$ cat config.mk
export PLATFORM = sky130hd
export DESIGN_NAME = pc_redirect_unit_flat
export DESIGN_NICKNAME = d
export VERILOG_FILES = /design/src/rtl/pc_redirect_unit_if.sv /design/src/rtl/pc_redirect_unit.sv /design/src/flat_wrapper.sv
export SDC_FILE = /design/constraint.sdc
export NUM_CORES = 1
export LEC_CHECK = 0
export ABC_AREA = 1
export BUFFER_PORTS_ARGS = -buffer_cell sky130_fd_sc_hd__clkbuf_2
export CORE_ASPECT_RATIO = 1.75
export CORE_MARGIN = 1
export CORE_UTILIZATION = 30
export CTS_BUF_LIST = sky130_fd_sc_hd__clkbuf_4 sky130_fd_sc_hd__clkbuf_8
export DETAILED_ROUTE_END_ITERATION = 6
export GPL_ROUTABILITY_DRIVEN = 0
export MAX_ROUTING_LAYER = met4
export PLACE_DENSITY = 0.47
export RECOVER_POWER = 50
export SLEW_MARGIN = 20
export SYNTH_ARGS = -nofsm -noshare
export SYNTH_HDL_FRONTEND = slang
export SYNTH_SLANG_ARGS = --single-unit
$ cat constraint.sdc
create_clock -name clk_i -period 2.3 [get_ports clk_i]
set_clock_uncertainty 0.15 [all_clocks]
set_input_delay 0.23 -clock clk_i [delete_from_list [all_inputs] [get_ports clk_i]]
set_output_delay 0.23 -clock clk_i [all_outputs]
set_load 0.02 [all_outputs]
$ cat src/rtl/pc_redirect_unit_if.sv
// pc_redirect_unit_if: fetch-stage bundle carrying branch/jump controls in and the fetch address out.
//  master: drives stall/ready/ctrl fields and observes the PC outputs.
//  slave : the pc_redirect_unit side.
interface pc_redirect_unit_if;
    logic        stall_i;
    logic        imem_ready_i;
    logic        ctrl_valid_i;
    logic        branch_i;
    logic        zero_i;
    logic        jump_i;
    logic [31:0] ctrl_pc4_i;
    logic [31:0] offset_sl2_i;
    logic [25:0] jump_addr_i;
    logic [31:0] pc_o;
    logic [31:0] pc_plus4_o;
    logic        fetch_valid_o;
    logic        redirect_o;
    modport master (
        output stall_i, imem_ready_i, ctrl_valid_i, branch_i, zero_i, jump_i,
               ctrl_pc4_i, offset_sl2_i, jump_addr_i,
        input  pc_o, pc_plus4_o, fetch_valid_o, redirect_o
    );
    modport slave (
        input  stall_i, imem_ready_i, ctrl_valid_i, branch_i, zero_i, jump_i,
               ctrl_pc4_i, offset_sl2_i, jump_addr_i,
        output pc_o, pc_plus4_o, fetch_valid_o, redirect_o
    );
endinterface

$ cat src/rtl/pc_redirect_unit.sv
// pc_redirect_unit: fetch PC register with branch/jump next-PC select and a one-entry redirect buffer.
//  clk_i, rst_i (async, active-high); bus (slave): stall/ready/ctrl inputs, pc_o/pc_plus4_o/
//  fetch_valid_o/redirect_o outputs. Optional BRANCH_COUNT_EN adds taken_cnt_o[15:0].
module pc_redirect_unit #(
    parameter logic [31:0] RESET_PC           = 32'h0000_0000,
    parameter bit          BUBBLE_ON_REDIRECT = 1'b1
) (
    input  logic              clk_i,
    input  logic              rst_i,
`ifdef BRANCH_COUNT_EN
    output logic [15:0]       taken_cnt_o,
`endif
    pc_redirect_unit_if.slave bus
);
    typedef enum logic [1:0] {RUN, PEND, BUBBLE} state_e;
    state_e      state_q, state_d, after_redirect;
    logic [31:0] pc_q, pc_d, buf_q, buf_d, target;
    logic        started_q, redirect_q, redirect_d, fetch_valid, adv, taken;
    // started_q keeps fetch invalid until the first edge after reset release
    assign fetch_valid       = started_q & (state_q != BUBBLE);
    assign adv               = fetch_valid & bus.imem_ready_i & ~bus.stall_i;
    assign taken             = bus.ctrl_valid_i & (bus.jump_i | (bus.branch_i & bus.zero_i));
    assign target            = bus.jump_i ? {bus.ctrl_pc4_i[31:28], bus.jump_addr_i, 2'b00}
                                          : (bus.ctrl_pc4_i + bus.offset_sl2_i) & 32'hFFFF_FFFC;
    assign after_redirect    = BUBBLE_ON_REDIRECT ? BUBBLE : RUN;
    assign bus.pc_o          = pc_q;
    assign bus.pc_plus4_o    = pc_q + 32'd4;
    assign bus.fetch_valid_o = fetch_valid;
    assign bus.redirect_o    = redirect_q;
    always_comb begin
        state_d    = state_q;
        pc_d       = pc_q;
        buf_d      = buf_q;
        redirect_d = 1'b0;
        unique case (state_q)
            RUN: begin
                if (taken && adv) begin
                    pc_d       = target;
                    redirect_d = 1'b1;
                    state_d    = after_redirect;
                end else if (taken) begin
                    buf_d   = target;
                    state_d = PEND;
                end else if (adv) begin
                    pc_d = pc_q + 32'd4;
                end
            end
            PEND: begin
                if (adv) begin
                    pc_d       = buf_q;
                    buf_d      = '0;
                    redirect_d = 1'b1;
                    state_d    = after_redirect;
                end
            end
            default: state_d = RUN;
        endcase
    end
    always_ff @(posedge clk_i or posedge rst_i) begin
        if (rst_i) begin
            state_q    <= RUN;
            pc_q       <= RESET_PC;
            buf_q      <= '0;
            started_q  <= 1'b0;
            redirect_q <= 1'b0;
        end else begin
            state_q    <= state_d;
            pc_q       <= pc_d;
            buf_q      <= buf_d;
            started_q  <= 1'b1;
            redirect_q <= redirect_d;
        end
    end
`ifdef BRANCH_COUNT_EN
    always_ff @(posedge clk_i or posedge rst_i) begin
        if (rst_i) taken_cnt_o <= '0;
        else if (redirect_d && taken_cnt_o != 16'hFFFF) taken_cnt_o <= taken_cnt_o + 16'd1;
    end
`endif
endmodule

$ cat src/flat_wrapper.sv
// flat-port wrapper written by rule: the top's interface ports become plain ports
module pc_redirect_unit_flat 
#(
    parameter logic [31:0] RESET_PC           = 32'h0000_0000,
    parameter bit          BUBBLE_ON_REDIRECT = 1'b1
)
  (clk_i, rst_i, bus_stall_i, bus_imem_ready_i, bus_ctrl_valid_i, bus_branch_i, bus_zero_i, bus_jump_i, bus_ctrl_pc4_i, bus_offset_sl2_i, bus_jump_addr_i, bus_pc_o, bus_pc_plus4_o, bus_fetch_valid_o, bus_redirect_o);
  pc_redirect_unit_if bus_i ();
  input  logic clk_i;
  input  logic rst_i;
  input wire logic [$bits(bus_i.stall_i)-1:0] bus_stall_i;
  input wire logic [$bits(bus_i.imem_ready_i)-1:0] bus_imem_ready_i;
  input wire logic [$bits(bus_i.ctrl_valid_i)-1:0] bus_ctrl_valid_i;
  input wire logic [$bits(bus_i.branch_i)-1:0] bus_branch_i;
  input wire logic [$bits(bus_i.zero_i)-1:0] bus_zero_i;
  input wire logic [$bits(bus_i.jump_i)-1:0] bus_jump_i;
  input wire logic [$bits(bus_i.ctrl_pc4_i)-1:0] bus_ctrl_pc4_i;
  input wire logic [$bits(bus_i.offset_sl2_i)-1:0] bus_offset_sl2_i;
  input wire logic [$bits(bus_i.jump_addr_i)-1:0] bus_jump_addr_i;
  output wire logic [$bits(bus_i.pc_o)-1:0] bus_pc_o;
  output wire logic [$bits(bus_i.pc_plus4_o)-1:0] bus_pc_plus4_o;
  output wire logic [$bits(bus_i.fetch_valid_o)-1:0] bus_fetch_valid_o;
  output wire logic [$bits(bus_i.redirect_o)-1:0] bus_redirect_o;
  assign bus_i.stall_i = bus_stall_i;
  assign bus_i.imem_ready_i = bus_imem_ready_i;
  assign bus_i.ctrl_valid_i = bus_ctrl_valid_i;
  assign bus_i.branch_i = bus_branch_i;
  assign bus_i.zero_i = bus_zero_i;
  assign bus_i.jump_i = bus_jump_i;
  assign bus_i.ctrl_pc4_i = bus_ctrl_pc4_i;
  assign bus_i.offset_sl2_i = bus_offset_sl2_i;
  assign bus_i.jump_addr_i = bus_jump_addr_i;
  assign bus_pc_o = bus_i.pc_o;
  assign bus_pc_plus4_o = bus_i.pc_plus4_o;
  assign bus_fetch_valid_o = bus_i.fetch_valid_o;
  assign bus_redirect_o = bus_i.redirect_o;
  pc_redirect_unit #(.RESET_PC(RESET_PC), .BUBBLE_ON_REDIRECT(BUBBLE_ON_REDIRECT)) u_core (.clk_i(clk_i), .rst_i(rst_i), .bus(bus_i));
endmodule
==> impl_metrics.py, run 1 <==
metrics = {
    "cells_and_area": {
        "final_common_cell": "nand2_1",
        "final_cells": 1644,
        "drive_above_1_share_pct": 26.2,
        "final_nets": 1477,
        "n_antenna_cell": 0,
        "fill_cells": 2490,
        "regArea_um2": 1610,
        "syn_to_final_growth_pct": 35.2,
        "layout_common_cells": "nand2_1 (358), inv_1 (171), clkbuf_2 (141)",
        "multi_input_comb_area_um2": 4370,
    },
    "grt": {
        "grt_pass1_wl_mm": 38.5,
        "grt.total_usage_pct": 23.1,
        "grt_pass1_vias": 7392,
        "grt-ovfl-total": 0,
        "grt_max_degree": 65,
        "grt_antenna_before_repair": 0,
    },
    "synth": {
        "synth_seq_cells": 64,
        "async_reset_ff_share_pct": 100,
        "synthXorXnorAreaFrac_pct": 2.92,
        "synthAdderAreaFrac_pct": 5.91,
        "synth_top_family_by_area": "simple AND/OR/NAND/NOR gates",
        "synthMuxAreaShare_pct": 0.305,
        "synthesis.area_um2": 6560,
        "synth_cells": 1113,
        "yosysUniqueCellTypes": 43,
        "synth_flop_cell": "dfrtp_1",
        "synth_compound_area_share_pct": 14.1,
        "syn_avg_cell_area_um2": 5.89,
        "synth_edf_count": 0,
        "yosysSeqAreaShare_pct": 24.4,
        "yosysWarnings": 0,
        "synth_simple_gate_area_share_pct": 39.0,
    },
    "sta": {
        "fin_crit_ns": 2.35,
        "timing.slew.headroom_pct": 38.4,
        "post-route-period-util_pct": 102,
        "worst_pin_slew_ns": 0.923,
        "rsz0062_at_grt": "true",
        "worst_slack_ns": -0.0503,
        "final-hold-violation-count": 0,
        "finalMaxSlewViolations": 0,
        "fmax_mhz": 425,
        "setup_viol": 3,
    },
    "setup_path": {
        "start_kind": "register",
        "crit_required_ns": 1.92,
        "end_kind": "output pin",
        "crit_type": "register to output pin",
        "rrSetupSlack_ns": 0.11,
        "cp.arrival_ns": 1.97,
        "crit_fanout": 4,
    },
    "floorplan": {
        "die_y_um": 198,
        "num_io_pins": 164,
        "die_area_um2": 22500,
        "start_util_pct": 30.5,
        "row_count": 71,
        "core_um2": 21500,
        "fp.dieW_um": 114,
    },
    "job": {
        "drv_cap": 0,
    },
    "clocking": {
        "cts.clk_slew.worst_paths_ns": 0.08,
        "root_buffer": "clkbuf_8",
        "numClockSinks": 64,
        "cts_tree": "yes",
        "cts.htree.levels": 3,
        "cts_buffers": 9,
        "clock_path_buffers": 2,
        "clk_latency_ns": 0.35,
    },
    "power_and_ir_drop": {
        "irDropWorstVdd_mv": 0.341,
        "power.leakage_nw": 5.09,
        "power.density_nw_per_um2": 1010,
    },
    "detailed_routing": {
        "routed_wl_mm": 25.2,
        "vias": 7592,
        "routed_via_density": 4.62,
        "drt-initial-drc-count": 281,
        "drt_pass1_iterations": 4,
        "ant_nets": 0,
        "post-route-drc-count": 0,
        "post_drt_wl_per_cell_um": 15.3,
    },
    "place": {
        "dp_worst_setup_slack_ns": -0.00612,
        "place_inst": 1597,
        "place_hpwl_mm": 20.3,
        "port_buffers": 159,
    },
    "hold_path": {
        "worstHoldPathType": "primary input to register",
    },
    "status": {
        "violations": "setup timing",
        "status": "complete, but fails checks",
    },
}
[area by class of cell]
| type | count | area share [%] |
|---|---|---|
| Multi-Input combinational cell | 835 | 49.3 |
| Timing Repair Buffer | 253 | 18.4 |
| Sequential cell | 64 | 18.2 |
| Inverter | 185 | 7.86 |
| Tap cell | 292 | 4.12 |
| Clock buffer | 13 | 2.02 |
| Clock inverter | 2 | 0.141 |
[flip-flops by register name, indices dropped and copies added, names as in the netlist]
signal and count:
u_core.buf_q 30, u_core.bus.pc_o 30, u_core.bus.redirect_o 1, u_core.started_q 1, u_core.state_q 2
[where the power goes]
part	total, mW	internal, mW	leakage (nW)	switching (mW)
sequential	2.13	1.66	0.760	0.473
clock	0.947	0.502	0.0975	0.445
combinational	5.86	2.32	4.23	3.55
[kinds of logic after synthesis]
kind of cell / Yosys count
AND/OR/NAND/NOR: 607
buffers and inverters: 217
AO/OA/AOI/OAI: 169
flip-flops: 64
adder cells (fa/ha/maj): 31
XOR/XNOR: 21
other: 2
multiplexers: 2
[worst max-delay path: stages (launching register included)]
cell      delay [ns]
dfrtp_2         0.42
nand2_2         0.07
nor2_4          0.13
nand3_4         0.11
nor2_4          0.19
nand2_4         0.09
nor2_4          0.13
nand2_1         0.09
xnor2_2         0.20
clkbuf_8        0.18
[layer usage]
| metal | global-route usage [%] | part of all wire (%) | vias up |
|---|---|---|---|
| met5 | - | 0 | - |
| met4 | 11.0 | 3.8 | 0 |
| met3 | 1.32 | 2.2 | 49 |
| met2 | 43.5 | 55 | 161 |
| met1 | 24.3 | 39 | 3439 |
| li1 | - | - | 3943 |
[path summary, 6_finish.rpt]
check | from | to | cells past startpoint
hold / removal | bus_jump_addr_i[4] | u_core.buf_q[6] | 3
max in group asynchronous | rst_i | u_core.bus.pc_o[20] | 4
hold reg to reg | u_core.buf_q[27] | u_core.buf_q[27] | 1
setup reg to reg | u_core.bus.pc_o[16] | u_core.bus.pc_o[26] | 13
min in group asynchronous | rst_i | u_core.buf_q[4] | 4
setup / recovery | u_core.bus.pc_o[3] | bus_pc_plus4_o[29] | 9
[cells in the mapped netlist, types with 3 or more instances]
cell type,instances,area share (%)
nand2_1,377,22
inv_1,180,10
nor2_1,93,5.3
a21oi_1,91,6.9
nand3_1,86,6.6
dfrtp_1,64,24
o21ai_0,38,2.9
ha_1,31,5.9
a21o_1,16,1.8
xor2_1,16,2.1
clkbuf_1,14,0.80
nor3_1,14,1.1
o21ai_1,10,0.76
or2_2,8,0.76
buf_4,7,0.80
buf_2,6,0.46
nand3b_1,6,0.69
inv_2,5,0.29
nor2_2,5,0.48
a22oi_1,4,0.46
o211ai_1,4,0.46
xnor2_1,4,0.53
buf_6,3,0.52
nand2_2,3,0.29
nor3_2,3,0.46
[per-stage QoR]
stage	hold slack, ns	total power, mW	instance area [um^2]	util (%)	TNS [ns]
5_1_grt	0.0869	9.63	8870	41.2	-0.948
4_1_cts	0.0446	8.51	8530	39.7	-0.433
3_3_place_gp	0.165	7.04	8050	37.4	-0.00917
6_report	0.0552	8.94	8870	41.2	-0.0724
2_1_floorplan	0.276	5.19	6570	-	0
3_5_place_dp	0.163	7.06	8050	37.4	-0.00612
[timing repair]
| action | 4_1_cts | 5_1_grt |
|---|---|---|
| gates resized for setup | 50 | 68 |
| hold buffers | 1 | 0 |
| buffers inserted | 14 | 16 |
| endpoints found under the setup margin | 22 | 26 |
| hold endpoints to repair | 64 | 0 |
| gates cloned | 0 | 1 |
| pin swaps | 7 | 20 |
No activity file was read; power rests on OpenSTA's default activity.
==> run 2, diff against run 1 <==
--- a/config.mk
+++ b/config.mk
@@ -14,7 +14,7 @@
 export DETAILED_ROUTE_END_ITERATION = 6
 export GPL_ROUTABILITY_DRIVEN = 0
 export MAX_ROUTING_LAYER = met4
-export PLACE_DENSITY = 0.47
+export PLACE_DENSITY = 0.49
 export RECOVER_POWER = 50
 export SLEW_MARGIN = 20
 export SYNTH_ARGS = -nofsm -noshare
==> constraint.sdc (replaced) <==
create_clock -name clk_i -period 2 [get_ports clk_i]
set_clock_uncertainty 0.15 [all_clocks]
set_input_delay 0.2 -clock clk_i [delete_from_list [all_inputs] [get_ports clk_i]]
set_output_delay 0.2 -clock clk_i [all_outputs]
set_load 0.02 [all_outputs]
==> run 2 against run 1 <==
The flow still finishes with violations (setup timing). Register-to-register slack worse by 0.20 ns. Sequential power is 13% higher. Flip-flop and latch count is the same. First-iteration DRC count shrank 14%. Largest cell class unchanged. Sequential share of layout area shrank 2.1 points.
==> impl_metrics.py, run 2 (synthesized netlist as in run 1, its figures left out) <==
metrics = {
    "detailed_routing": {
        "routed_via_density": 4.59,
        "vias": 7980,
        "drt_pass1_iterations": 5,
        "ant_nets": 0,
        "drt-initial-drc-count": 241,
        "post_drt_wl_per_cell_um": 14.6,
        "post-route-drc-count": 0,
        "routed_wl_mm": 25.4,
    },
    "clocking": {
        "clk_latency_ns": 0.34,
        "clock_path_buffers": 2,
        "cts.htree.levels": 3,
        "numClockSinks": 64,
        "root_buffer": "clkbuf_8",
        "cts_buffers": 9,
        "cts.clk_slew.worst_paths_ns": 0.07,
        "cts_tree": "yes",
    },
    "sta": {
        "post-route-period-util_pct": 118,
        "fmax_mhz": 425,
        "final-hold-violation-count": 0,
        "fin_crit_ns": 2.35,
        "rsz0062_at_grt": "true",
        "finalMaxSlewViolations": 0,
        "setup_viol": 30,
        "worst_pin_slew_ns": 0.921,
        "fin_hold_ws_ns": 0.0282,
        "timing.slew.headroom_pct": 38.6,
        "tns_ns": -5.06,
        "worst_slack_ns": -0.354,
    },
    "setup_path": {
        "crit_required_ns": 1.65,
        "cp.arrival_ns": 2.00,
        "crit_fanout": 3,
        "endpoint": "bus_pc_plus4_o[31]",
        "worstRegToRegCells": 15,
        "end_kind": "output pin",
        "rrSetupSlack_ns": -0.09,
        "cp-startpoint": "u_core.bus.pc_o[2]",
        "r2r-start": "u_core.bus.pc_o[7]",
        "start_kind": "register",
        "r2r-end": "u_core.bus.pc_o[30]",
        "crit_type": "register to output pin",
    },
    "status": {
        "violations": "setup timing",
        "status": "complete, but fails checks",
    },
    "place": {
        "place_hpwl_mm": 20.9,
        "port_buffers": 159,
        "place_area_um2": 8820,
    },
    "floorplan": {
        "start_util_pct": 30.5,
        "core_um2": 21500,
        "row_count": 71,
        "die_area_um2": 22500,
        "fp.dieW_um": 114,
        "die_y_um": 198,
        "num_io_pins": 164,
    },
    "hold_path": {
        "worstHoldPathType": "primary input to register",
    },
    "grt": {
        "grt_antenna_before_repair": 0,
        "grt-ovfl-total": 0,
        "grt_max_degree": 65,
        "grt_pass1_wl_mm": 40.2,
        "grt.total_usage_pct": 23.8,
        "grt_pass1_vias": 7954,
    },
    "power_and_ir_drop": {
        "comb_power_share_pct": 70.5,
        "power_frac_clock_pct": 8.9,
        "pwr-share-seq_pct": 20.5,
        "switching_share_pct": 47.7,
        "p_int_mw": 6.13,
        "power_switching_mw": 5.58,
        "fin_total_pwr_mw": 11.7,
        "power.leakage_nw": 5.64,
        "power.density_nw_per_um2": 1170,
        "irDropWorstVdd_mv": 0.440,
    },
    "cells_and_area": {
        "final_common_cell": "nand2_1",
        "syn_to_final_growth_pct": 53.1,
        "final_nets": 1572,
        "final_area_um2": 10000,
        "n_antenna_cell": 0,
        "drive_above_1_share_pct": 35.8,
        "layout_common_cells": "nand2_1 (349), buf_4 (172), inv_1 (167)",
    },
    "job": {
        "drv_cap": 0,
    },
}
-- run 2: cell count changes in the layout (fill, tap and decap cells not counted), moves of 7 or more --
cell and delta:
o21ai_2 +7, a21oi_2 +10, nor2_1 -8, a21oi_1 -11
buf_6 +12, nand2_1 -9, ha_1 -7, buf_4 +81
clkbuf_4 +7, o21ai_0 -10
-- run 2: stage by stage --
step,util (%),worst slack (ns),cells
floorplan,-,0.00573,1116
global placement,41.0,-0.301,1690
detailed placement,41.0,-0.303,1690
CTS,44.5,-0.373,1728
global route,46.7,-0.428,1740
finish,46.7,-0.354,1740
-- run 2: area by class of cell --
class	count	area (um^2)
clock buffer	15	175
clock inverter	1	5.00
fill	2370	11500
inverter	185	713
multi-input combinational	835	4730
sequential	64	1620
tap	292	365
timing repair buffer	348	2430
-- run 2: what timing repair did --
item | CTS | global route
pin swaps | 23 | 30
hold endpoints to repair | 64 | 0
hold buffers | 1 | 0
gates resized for setup | 96 | 120
endpoints found under the setup margin | 42 | 64
setup buffers | 22 | 15
-- run 2: power by group through the flow --
stage                     Combinational [mW]  Sequential, mW  Clock [mW]
after floorplan                         3.29            2.76           0
after global placement                  6.62            2.36           0
after detailed placement                6.63            2.37           0
after CTS                               7.61            2.36        1.08
after global routing                    8.96            2.48        1.12
final                                   8.26            2.40        1.05
-- run 2: how the worst min path moves through the flow --
stage | startpoint | to | slack [ns] | cells after the start
finish | bus_jump_addr_i[4] | u_core.buf_q[6] | 0.03 | 3
global placement | rst_i | u_core.buf_q[5] | 0.16 | 3
global route | bus_jump_addr_i[4] | u_core.buf_q[6] | 0.05 | 3
detailed placement | rst_i | u_core.buf_q[4] | 0.17 | 3
floorplan | rst_i | u_core.buf_q[10] | 0.18 | 1
CTS | bus_jump_addr_i[4] | u_core.buf_q[6] | 0.04 | 3
-- run 2: routing by layer --
layer / vias up / GRT usage, % / wire length (um) / part of all wire (%)
met5: - / - / 0 / 0
li1: 4130 / - / - / -
met3: 62 / 1.41 / 732 / 2.9
met2: 196 / 44.4 / 13800 / 54
met1: 3592 / 25.1 / 9730 / 38
met4: 0 / 12.1 / 1210 / 4.8
-- run 2: critical path: stages (launching register included) --
cell,delay [ns]
dfrtp_2,0.37
buf_6,0.11
inv_4,0.03
nor2_4,0.15
nand3_4,0.12
nor2_4,0.15
buf_4,0.14
buf_6,0.08
nand2_1,0.07
or2_4,0.25
nand2_2,0.06
clkbuf_8,0.14
==> run 3, diff against run 2 <==
--- a/config.mk
+++ b/config.mk
@@ -7,14 +7,14 @@
 export LEC_CHECK = 0
 export ABC_AREA = 1
 export BUFFER_PORTS_ARGS = -buffer_cell sky130_fd_sc_hd__clkbuf_2
-export CORE_ASPECT_RATIO = 1.75
+export CORE_ASPECT_RATIO = 2
 export CORE_MARGIN = 1
 export CORE_UTILIZATION = 30
 export CTS_BUF_LIST = sky130_fd_sc_hd__clkbuf_4 sky130_fd_sc_hd__clkbuf_8
 export DETAILED_ROUTE_END_ITERATION = 6
 export GPL_ROUTABILITY_DRIVEN = 0
 export MAX_ROUTING_LAYER = met4
-export PLACE_DENSITY = 0.49
+export PLACE_DENSITY = 0.47
 export RECOVER_POWER = 50
 export SLEW_MARGIN = 20
 export SYNTH_ARGS = -nofsm -noshare
==> constraint.sdc (replaced) <==
create_clock -name clk_i -period 2.55 [get_ports clk_i]
set_clock_uncertainty 0.15 [all_clocks]
set_input_delay 0.255 -clock clk_i [delete_from_list [all_inputs] [get_ports clk_i]]
set_output_delay 0.255 -clock clk_i [all_outputs]
set_load 0.02 [all_outputs]
==> run 3 against run 2 <==
Total power is 37% lower. Register-to-register slack better by 0.35 ns. Largest power group unchanged. Critical path depth is 2 lower. Worst hold slack better by 0.036 ns. Die area hardly changed. Critical endpoint is now bus_pc_plus4_o[29]. The run ends with capacitance limit, slew limit left. Sequential share of layout area is 3.6 points higher. Critical path type unchanged.
==> impl_metrics.py, run 3 (synthesized netlist as in run 1, its figures left out) <==
metrics = {
    "status": {
        "status": "complete, but fails checks",
        "violations": "capacitance limit, slew limit",
    },
    "detailed_routing": {
        "routed_wl_mm": 25.3,
        "wl_met2_mm": 14.0,
        "post_drt_wl_per_cell_um": 16.1,
        "post-route-drc-count": 0,
        "dr_wl_met3_um": 670,
        "drt_pass1_iterations": 4,
        "routed.top_layer": "met4",
        "vias": 7447,
        "drt-initial-drc-count": 335,
        "ant_nets": 0,
        "met1Wirelength_mm": 9.42,
        "routed_via_density": 4.74,
    },
    "cells_and_area": {
        "final_nets": 1421,
        "final_area_um2": 8160,
        "final_common_cell": "nand2_1",
        "drive_above_1_share_pct": 20.3,
        "fill_cells": 2546,
        "layout_common_cells": "nand2_1 (376), inv_1 (178), clkbuf_2 (151)",
        "utilization_pct": 38.0,
        "syn_to_final_growth_pct": 24.5,
        "n_antenna_cell": 0,
    },
    "place": {
        "port_buffers": 159,
        "place_area_um2": 7790,
        "place_hpwl_mm": 20.9,
    },
    "sta": {
        "tns_ns": 0,
        "fin_crit_ns": 2.44,
        "setup_viol": 0,
        "post-route-period-util_pct": 95.6,
        "final-hold-violation-count": 0,
        "timing.slew.headroom_pct": -1.23,
        "rsz0062_at_grt": "true",
        "worst_pin_slew_ns": 1.52,
        "fin_hold_ws_ns": 0.0641,
        "fmax_mhz": 410,
        "finalMaxSlewViolations": 65,
    },
    "setup_path": {
        "crit_type": "register to output pin",
        "start_kind": "register",
        "crit_required_ns": 2.14,
        "cp.arrival_ns": 2.03,
        "end_kind": "output pin",
        "crit_fanout": 5,
    },
    "power_and_ir_drop": {
        "power.density_nw_per_um2": 903,
        "power.leakage_nw": 4.76,
        "irDropWorstVdd_mv": 0.401,
        "fin_total_pwr_mw": 7.37,
    },
    "grt": {
        "grt.total_usage_pct": 23.7,
        "grt_max_degree": 65,
        "grt_pass1_vias": 7422,
        "grt_antenna_before_repair": 0,
        "grt_pass1_wl_mm": 39.1,
        "grt-ovfl-total": 0,
    },
    "clocking": {
        "numClockSinks": 64,
        "cts_buffers": 9,
        "cts.htree.levels": 3,
        "cts.clk_slew.worst_paths_ns": 0.07,
        "cts_tree": "yes",
        "root_buffer": "clkbuf_8",
        "clk_latency_ns": 0.36,
        "clock_path_buffers": 2,
    },
    "floorplan": {
        "fp.dieW_um": 107,
        "start_util_pct": 30.5,
        "core_um2": 21500,
        "row_count": 76,
        "num_io_pins": 164,
        "die_y_um": 211,
        "die_area_um2": 22500,
    },
    "job": {
        "drv_cap": 1,
    },
    "hold_path": {
        "worstHoldPathType": "primary input to register",
    },
}
-- run 3: cell count changes in the layout (fill, tap and decap cells not counted), moves of 12 or more --
cell / before / now
nand2_2: 23 / 3
nor2_1: 79 / 91
buf_6: 20 / 0
buf_4: 172 / 37
clkbuf_2: 135 / 151
nand2_1: 349 / 376
-- run 3: power by group --
part / internal [mW] / leakage (nW) / switching (mW)
registers: 1.50 / 0.760 / 0.442
logic: 1.57 / 3.89 / 2.94
clock network: 0.524 / 0.110 / 0.404
-- run 3: through the flow --
step / setup slack [ns] / instances
floorplan: 0.295 / 1116
global placement: 0.0575 / 1545
detailed placement: 0.0570 / 1545
CTS: 0.0189 / 1563
global route: -0.00336 / 1570
finish: 0.111 / 1570
-- run 3: worst max-delay path: stages, from the launching register on --
cell and delay [ns]:
dfrtp_2 0.43, nand2_2 0.08, nor2_4 0.11, nand3_2 0.14, nor2_4 0.18, nand2_2 0.10
nor2_4 0.14, nand2_1 0.11, xnor2_2 0.20, buf_4 0.18
-- run 3: metal layers --
layer  track usage, %  vias to the layer above
met5                -                        -
met4             12.1                        0
met3             1.60                       58
met2             44.9                      184
met1             24.0                     3371
li1                 -                     3834
-- run 3: final timing paths --
path                               startpoint             endpoint  slack (ns)  depth (start not counted)
max in group asynchronous               rst_i  u_core.bus.pc_o[16]        0.41                          4
min                        bus_jump_addr_i[5]      u_core.buf_q[7]        0.06                          3
min reg2reg                  u_core.buf_q[16]     u_core.buf_q[16]        0.33                          1
max                        u_core.bus.pc_o[4]   bus_pc_plus4_o[29]        0.11                          9
min in group asynchronous               rst_i   u_core.bus.pc_o[3]        0.77                          4
max reg2reg                 u_core.state_q[1]  u_core.bus.pc_o[29]        0.26                         10
-- run 3: what timing repair did --
item / 4_1_cts / 5_1_grt
hold endpoints to repair: 64 / 0
hold buffers: 1 / 0
pin swaps: 1 / 4
gates resized for setup: 12 / 24
endpoints found under the setup margin: 12 / 18
setup buffers: 1 / 7
-- run 3: cell type report --
type                    instances  area [um^2]  share of cell area [%]
multi-input cells             835         4200                    51.5
flip-flops and latches         64         1610                    19.7
repair buffers                197         1110                    13.6
inverters                     185          694                    8.51
well taps                     273          342                    4.18
clock buffers                  13          166                    2.04
clock inverters                 3         40.0                   0.490
